### src/rtl/ctrl_bus_owner_arbiter.sv
// Round-robin SCL/SDA bus ownership arbiter between the I2C (0) and I3C (1) controller engines.
// A grant is issued only after both bus lines have been high for t_bus_free_i cycles.
module ctrl_bus_owner_arbiter #(
  parameter int unsigned TimerWidth = 20
) (
  input  logic                  clk_i,
  input  logic                  rst_ni,
  input  logic                  enable_i,
  input  logic [TimerWidth-1:0] t_bus_free_i,
  input  logic [1:0]            req_i,
  output logic [1:0]            gnt_o,
  input  logic [1:0]            req_scl_i,
  input  logic [1:0]            req_sda_i,
  input  logic [1:0]            req_pp_i,
  input  logic                  bus_scl_i,
  input  logic                  bus_sda_i,
  output logic                  scl_o,
  output logic                  sda_o,
  output logic                  sel_od_pp_o,
  output logic                  busy_o,
  output logic                  owner_o
);

  typedef enum logic [0:0] {StIdle, StGrant} state_e;

  localparam logic [TimerWidth-1:0] CntOne = TimerWidth'(1);
  localparam logic [TimerWidth-1:0] CntMax = '1;

  state_e                  state_q, state_d;
  logic [TimerWidth-1:0]   cnt_q, cnt_d;
  logic                    owner_q, owner_d;
  logic                    bus_high;
  logic                    bus_free;
  logic                    release_grant;

  assign bus_high = bus_scl_i & bus_sda_i;
  assign bus_free = bus_high & (cnt_q >= t_bus_free_i);

  always_comb begin
    state_d       = state_q;
    owner_d       = owner_q;
    release_grant = 1'b0;
    gnt_o         = 2'b00;
    scl_o         = 1'b1;
    sda_o         = 1'b1;
    sel_od_pp_o   = 1'b0;
    busy_o        = 1'b0;
    unique case (state_q)
      StIdle: begin
        if (enable_i && (req_i != 2'b00) && bus_free) begin
          state_d = StGrant;
          // On a tie the side that did not own the bus last wins.
          owner_d = (req_i == 2'b11) ? ~owner_q : req_i[1];
        end
      end
      StGrant: begin
        gnt_o[owner_q] = 1'b1;
        scl_o          = req_scl_i[owner_q];
        sda_o          = req_sda_i[owner_q];
        sel_od_pp_o    = req_pp_i[owner_q];
        busy_o         = 1'b1;
        if (!enable_i || !req_i[owner_q]) begin
          state_d       = StIdle;
          release_grant = 1'b1;
        end
      end
      default: state_d = StIdle;
    endcase
  end

  // Free counter restarts on release so the next owner always sees a full bus-free interval.
  always_comb begin
    cnt_d = '0;
    if (enable_i && !release_grant && bus_high) begin
      cnt_d = (cnt_q == CntMax) ? cnt_q : cnt_q + CntOne;
    end
  end

  always_ff @(posedge clk_i or negedge rst_ni) begin
    if (!rst_ni) begin
      state_q <= StIdle;
      cnt_q   <= '0;
      owner_q <= 1'b1;
    end else begin
      state_q <= state_d;
      cnt_q   <= cnt_d;
      owner_q <= owner_d;
    end
  end

  assign owner_o = owner_q;

endmodule

### config.mk
export PLATFORM = sky130hd
export DESIGN_NAME = ctrl_bus_owner_arbiter
export DESIGN_NICKNAME = d
export VERILOG_FILES = /design/src/rtl/ctrl_bus_owner_arbiter.sv
export SDC_FILE = /design/constraint.sdc
export NUM_CORES = 1
export LEC_CHECK = 0
export ABC_AREA = 1
export CAP_MARGIN = 20
export CORE_MARGIN = 2
export CORE_UTILIZATION = 56
export DETAILED_ROUTE_END_ITERATION = 8
export MAX_ROUTING_LAYER = met4
export PLACE_DENSITY_LB_ADDON = 0.2
export SKIP_CTS_REPAIR_TIMING = 1
export SYNTH_ARGS = -nofsm -noshare
export SYNTH_HDL_FRONTEND = slang
export SYNTH_SLANG_ARGS = --single-unit
### constraint.sdc
create_clock -name clk_i -period 2.3 [get_ports clk_i]
set_input_delay 0.23 -clock clk_i [delete_from_list [all_inputs] [get_ports clk_i]]
set_output_delay 0.23 -clock clk_i [all_outputs]
set_load 0.01 [all_outputs]
==> parameters.txt, run 1 <==
Parameter                              Value

Run status
  Outcome    complete, no violations

Yosys
  Number of instances in the synthesized netlist    295
  Share of the yosys chip area belonging to registers    0.2800
  Flip-flop cell with the highest count after synthesis    sky130_fd_sc_hd__dfrtp_1
  Post-synthesis cell type with the largest combined area    sky130_fd_sc_hd__dfrtp_1
  Post-Syn Nets    349
  Async set or reset register ratio after synthesis    1.000
  Number of storage elements in the synthesis netlist    22
  Number of warnings issued by yosys    0
  Avg Inst Size Synth    6.680 µm²
  EDFF count, synth    0
  Number of different library cells in the post-synthesis netlist    30
  Mapped cell area    0.001971 mm²
  Most used standard cells in the synthesized netlist    sky130_fd_sc_hd__nand2_1, sky130_fd_sc_hd__inv_1, sky130_fd_sc_hd__nor2_1
  Cells taking the most area after synthesis    sky130_fd_sc_hd__dfrtp_1, sky130_fd_sc_hd__nand2_1, sky130_fd_sc_hd__ha_1, sky130_fd_sc_hd__inv_1, sky130_fd_sc_hd__nor2_1
  Area share of the largest cell type after synthesis    0.2667
  Most used standard cell by instance count after synthesis    sky130_fd_sc_hd__nand2_1

Timing
  Worst setup slack after layout    266.3 ps
  Accumulated negative setup slack    0 ps
  Count of endpoints failing setup in the final report    0
  Max Clock Freq    491.7 MHz
  Final Slew Violations    0
  Share of the clock period used by the worst path    0.8842
  RSZ-0062 raised after global routing    false
  Final number of hold-violating endpoints    0
  Final clock skew    12.53 ps
  Final period demand of the worst path    2034 ps
  Headroom to the max-slew limit    0.5374
  Pin slew with the least headroom to its limit    691.7 ps

Pwr
  Cell internal power dissipation    520.8 µW
  Net switching power of the design    161.4 µW
  Fraction of power spent switching nets    0.2366
  Logic gate share of total power    0.161
  Worst VDD drop    0.2913 mV
  Clock network fraction of design power    0.268
  Static Leakage    0.001237 µW
  Sequential cell fraction of total power    0.570
  Power density over the cells    279.9 mW/mm²

Routing
  Overall routed net length    4363 µm
  Vias after detailed routing    1962
  Routed wirelength normalized by instance count    11.36 µm
  Drc violations    0
  Detailed Routing Iterations Pass 1    4
  Via count normalized by instance count    5.109
  Initial DRC count    84
  Remaining antenna violation count    0

Setup path
  Reg-to-Reg Start    cnt_q[0]
  Critical path capture point type    primary output
  Critical Path RT    2070 ps
  Gate family responsible for the most delay along the worst path    flip-flops
  Start-to-end type of the worst setup path    register to primary output
  Arrival time of data at the critical path endpoint    1800 ps
  Reg2Reg Depth    8
  Reg2Reg Setup Slack    390 ps
  Buf/Inv on CP    2
  Highest cell delay on the worst timing path    630 ps
  Peak fanout along the critical path    9
  Crit-path slowest cell    sky130_fd_sc_hd__dfstp_2
  Startpoint type of the worst setup path    register
  Cell Chain, Critical Path    nand2_1 -> inv_1 -> a22o_1 -> clkdlybuf4s50_1
  FF-to-FF End    cnt_q[0]

Place
  Post-Place Cell Area    0.002411 mm²
  Detailed placer's ending HPWL    3667 µm
  Number of I/O port buffers    39
  Final Wtd Congestion    0.9285
  Worst setup timing slack at the placement stage    355.1 ps

GRT
  Initial antenna violation count    0
  Grt ovf    0
  Via count of the first global-routing pass    1842
  First-pass GRT wire length    7624 µm
  Largest net degree at the start of global routing    16
  All-layer global routing usage    0.2389

Floorplanning
  Die height    63.32 µm
  Starting density of the core    0.5859
  Cell Rows    21
  Overall die area    0.004009 mm²
  I/O Pins    40
  Floorplan die width    63.32 µm
  CORE AREA    0.003363 mm²

Clock tree
  CTS sink cnt    22
  Inserted Clock Buffers    3
  Insertion delay of the later-clocked pin in the worst-skew pair    310 ps
  Clock tree from TritonCTS    yes
  Root buffer cell    sky130_fd_sc_hd__clkbuf_4
  Clock-pin slew reported for the worst setup and hold paths after clock tree synthesis    120 ps
  Deepest level of the CTS H-tree    1
  Clock tree buffer depth    2

Worst hold path
  Worst hold-check path type    input pin to asynchronous set/reset pin

Run
  Number of maximum-capacitance constraint violations    0

Final layout
  Sequential standard cell area    551.8 µm²
  Antenna fix cells    0
  Area occupied by multi-input gates    0.001186 mm²
  Area of all placed cells without fillers    0.002437 mm²
  Fraction of final layout cells sized beyond drive strength 1    0.07101
  Area growth from synthesis to layout    23.68%
  Filler Cells Inserted    303
  Post-Route Utilization    0.7247
  Post-layout net count    393
[layer usage]
metal,global-route usage,vias to the layer above,share of wire
met1,0.2961,880,0.46
met2,0.4079,45,0.47
met5,-,-,0
met4,0.04348,0,0.019
li1,-,1026,-
met3,0.04821,11,0.047
[worst register-to-register path, stage by stage (launching register included)]
cell and delay (ps):
sky130_fd_sc_hd__dfrtp_1 430, sky130_fd_sc_hd__ha_1 310, sky130_fd_sc_hd__nand3_2 150, sky130_fd_sc_hd__nor2_4 170, sky130_fd_sc_hd__inv_1 80, sky130_fd_sc_hd__nor3_2 130
sky130_fd_sc_hd__nand3_2 270, sky130_fd_sc_hd__nand3_1 160, sky130_fd_sc_hd__o21ai_0 90
[power by group through the flow]
stage / clock network (µW) / logic (µW) / registers (µW)
after floorplan: 0 / 37.6 / 396
after global placement: 0 / 108 / 396
after detailed placement: 0 / 111 / 396
after CTS: 186 / 112 / 389
after global routing: 201 / 124 / 389
final: 183 / 110 / 389
[worst max-delay path by stage]
stage                     depth (start not counted)     endpoint             start
final                                             4  sel_od_pp_o           owner_o
after global routing                              4  sel_od_pp_o           owner_o
after CTS                                         4  sel_od_pp_o           owner_o
after detailed placement                         12      owner_o  t_bus_free_i[11]
after global placement                           12      owner_o  t_bus_free_i[11]
after floorplan                                  10    cnt_q[13]          cnt_q[0]
[area by class of cell]
cell class	instances	area share
Clock buffer	4	0.01078
Inverter	54	0.08316
Multi-Input combinational cell	216	0.4867
Sequential cell	22	0.2264
Tap cell	46	0.02361
Timing Repair Buffer	42	0.1694
[cells in the final DEF, fill, tap and decap left out, drive strengths merged]
| cell | count |
|---|---|
| nand2 | 84 |
| inv | 54 |
| clkdlybuf4s50 | 39 |
| nor2 | 37 |
| nand3 | 23 |
| ha | 21 |
| dfrtp | 21 |
| a21oi | 13 |
| nor3 | 11 |
| o21ai | 11 |
| nand4 | 5 |
| clkbuf | 4 |
| or2 | 3 |
| buf | 3 |
| xor2 | 2 |
| o211ai | 1 |
| a21o | 1 |
| o21bai | 1 |
| a22o | 1 |
| o31ai | 1 |
| xnor2 | 1 |
| dfstp | 1 |
[logic make-up (layout without fill, tap and decap cells)]
kind of cell             after synthesis  in the layout  share of synthesized area
XOR/XNOR                               3              3                    0.01334
adder cells (fa/ha/maj)               21             21                     0.1333
buffers and inverters                 57            100                     0.1181
flip-flops                            22             22                     0.2800
AND/OR/NAND/NOR                      163            163                     0.3664
AO/OA/AOI/OAI                         29             29                    0.08889
[metrics by stage]
stage	power (µW)	hold slack, ps	std cells
global placement	504.4	509.0	380
detailed placement	507.3	521.9	380
finish	682.1	316.1	384
global route	713.7	372.8	384
CTS	687.2	341.8	384
floorplan	433.7	-65.59	295
[registers in the layout, summed over array words and instances, names as in the netlist]
signal   cells
state_q      1
cnt_q       20
owner_o      1
Power figures use the tool's default switching activity.
==> run 2, diff against run 1 <==
REMOVE_ABC_BUFFERS = 1   (was not set)
==> run 2 against run 1 <==
  * Non-clock buffer count did not move
  * Flip-flop and latch count unchanged
  * First-iteration DRC count shrank 4.8%
  * Via count decreased by 0.41%
  * Final area unchanged
  * Register-to-register slack improved by 130 ps
  * Power down 0.14%
  * Fmax grew 1.2%
  * Routed wire length increased by 8.3%
  * Sequential share of layout area stayed put
  * Core utilization unchanged
  * Critical path type unchanged
==> parameters.txt, run 2 (same netlist as run 1, synthesis figures left out) <==
Parameter                              Value

Floorplanning
  CORE AREA    0.003363 mm²
  Starting density of the core    0.5859
  Cell Rows    21
  Die height    63.32 µm
  Overall die area    0.004009 mm²
  I/O Pins    40
  Floorplan die width    63.32 µm

Place
  Final Wtd Congestion    0.8984
  Number of I/O port buffers    39
  Detailed placer's ending HPWL    3938 µm

Pwr
  Worst VDD drop    0.2305 mV
  Power density over the cells    279.5 mW/mm²
  Static Leakage    0.001237 µW
  Net switching power of the design    160.7 µW
  Fraction of power spent switching nets    0.2359
  Power Total    681.2 µW
  Clock network fraction of design power    0.266
  Sequential cell fraction of total power    0.571
  Logic gate share of total power    0.163
  Cell internal power dissipation    520.5 µW

Routing
  Sum of routed wire segments on met1    2152 µm
  Via count normalized by instance count    5.089
  Initial DRC count    80
  Vias after detailed routing    1954
  Total length of routed met3 wires    322 µm
  Met2 wire length    2190 µm
  Routed wirelength normalized by instance count    12.30 µm
  Detailed Routing Iterations Pass 1    4
  Remaining antenna violation count    0
  Overall routed net length    4723 µm
  Highest metal layer with signal wires    met4
  Drc violations    0

Final layout
  Area occupied by multi-input gates    0.001186 mm²
  Largest register by flop count    cnt_q
  Commonest cells after routing, fill and taps aside    sky130_fd_sc_hd__nand2_1, sky130_fd_sc_hd__inv_1, sky130_fd_sc_hd__clkdlybuf4s50_1
  Most frequent standard cell in the layout excluding fill and tap cells    sky130_fd_sc_hd__nand2_1
  Sequential standard cell area    551.8 µm²
  Flip-flop count of the largest register after layout    20
  Area growth from synthesis to layout    23.68%
  Post-layout net count    393
  Antenna fix cells    0
  Filler Cells Inserted    308
  Fraction of final layout cells sized beyond drive strength 1    0.07101

Timing
  Count of endpoints failing setup in the final report    0
  Final number of hold-violating endpoints    0
  Share of the clock period used by the worst path    0.8740
  Headroom to the max-slew limit    0.7615
  Final clock skew    10.54 ps
  Accumulated negative setup slack    0 ps
  Pin slew with the least headroom to its limit    356.4 ps
  Final Slew Violations    0
  Max Clock Freq    497.5 MHz
  RSZ-0062 raised after global routing    false
  Final period demand of the worst path    2010 ps

Worst hold path
  Worst hold-check path type    input pin to asynchronous set/reset pin

GRT
  Via count of the first global-routing pass    1985
  First-pass GRT wire length    8480 µm
  Initial antenna violation count    0
  Grt ovf    0
  Largest net degree at the start of global routing    23
  All-layer global routing usage    0.2691

Clock tree
  Insertion delay of the later-clocked pin in the worst-skew pair    310 ps
  Inserted Clock Buffers    3
  Clock tree from TritonCTS    yes
  Clock tree buffer depth    2
  Deepest level of the CTS H-tree    1
  CTS sink cnt    22
  Root buffer cell    sky130_fd_sc_hd__clkbuf_4
  Clock-pin slew reported for the worst setup and hold paths after clock tree synthesis    120 ps

Run status
  Outcome    complete, no violations

Setup path
  Start-to-end type of the worst setup path    register to primary output
  Arrival time of data at the critical path endpoint    1780 ps
  Startpoint type of the worst setup path    register
  Critical path capture point type    primary output
  Cell Chain, Critical Path    nand2_1 -> inv_1 -> a22o_1 -> clkdlybuf4s50_1
  Peak fanout along the critical path    9
  Highest cell delay on the worst timing path    630 ps
  Critical Path RT    2070 ps
  Crit-path slowest cell    sky130_fd_sc_hd__dfstp_2

Run
  Number of maximum-capacitance constraint violations    0
run 2: cell counts in the layout (fill, tap and decap cells not counted):
Identical to the previous run, type by type.
run 2: power groups by stage:
stage                     clock, µW  sequential (µW)  combinational (µW)
final                           181              389                 111
after global routing            203              389                 125
after CTS                       185              389                 112
after detailed placement          0              396                 112
after global placement            0              396                 107
after floorplan                   0              396                36.7
run 2: final timing paths:
check                           startpoint     endpoint  slack, ps  cells after the start
worst max-delay path               owner_o  sel_od_pp_o        290                      4
worst min-delay path                rst_ni    cnt_q[11]        250                      2
worst max register to register    cnt_q[1]     cnt_q[0]        520                      8
worst min register to register     owner_o      owner_o        540                      2
max in group asynchronous           rst_ni      owner_o       1770                      2
min in group clk_i                 owner_o      owner_o        540                      2
run 2: metrics by stage:
step                      hold slack (ps)    util  worst slack, ps  std cells  area (µm²)
after floorplan                    -65.59       -            559.7        292        1941
after CTS                           260.4  0.7247            287.3        384        2437
after detailed placement            524.9  0.7169            296.8        380        2411
after global placement              508.2  0.7169            311.5        380        2411
after global routing                272.6  0.7247            183.1        384        2437
final                               253.8  0.7247            289.9        384        2437
run 2: area by class of cell:
cell class | count | share of cell area
timing repair buffer | 42 | 0.1694
inverter | 54 | 0.08316
sequential | 22 | 0.2264
multi-input combinational | 216 | 0.4867
tap | 46 | 0.02361
clock buffer | 4 | 0.01078
run 2: worst max-delay path: cells and delay by family (launching register included):
kind	cells	cell delay, ps
AOI/OAI and AO/OA	1	130
buffers and inverters	2	610
DFF	1	630
and+or+nand+nor	1	110
run 2: routing by layer:
layer	vias to the layer above	GRT usage
met2	58	0.4500
met5	-	-
li1	1018	-
met1	870	0.3364
met4	0	0.07609
met3	8	0.04464
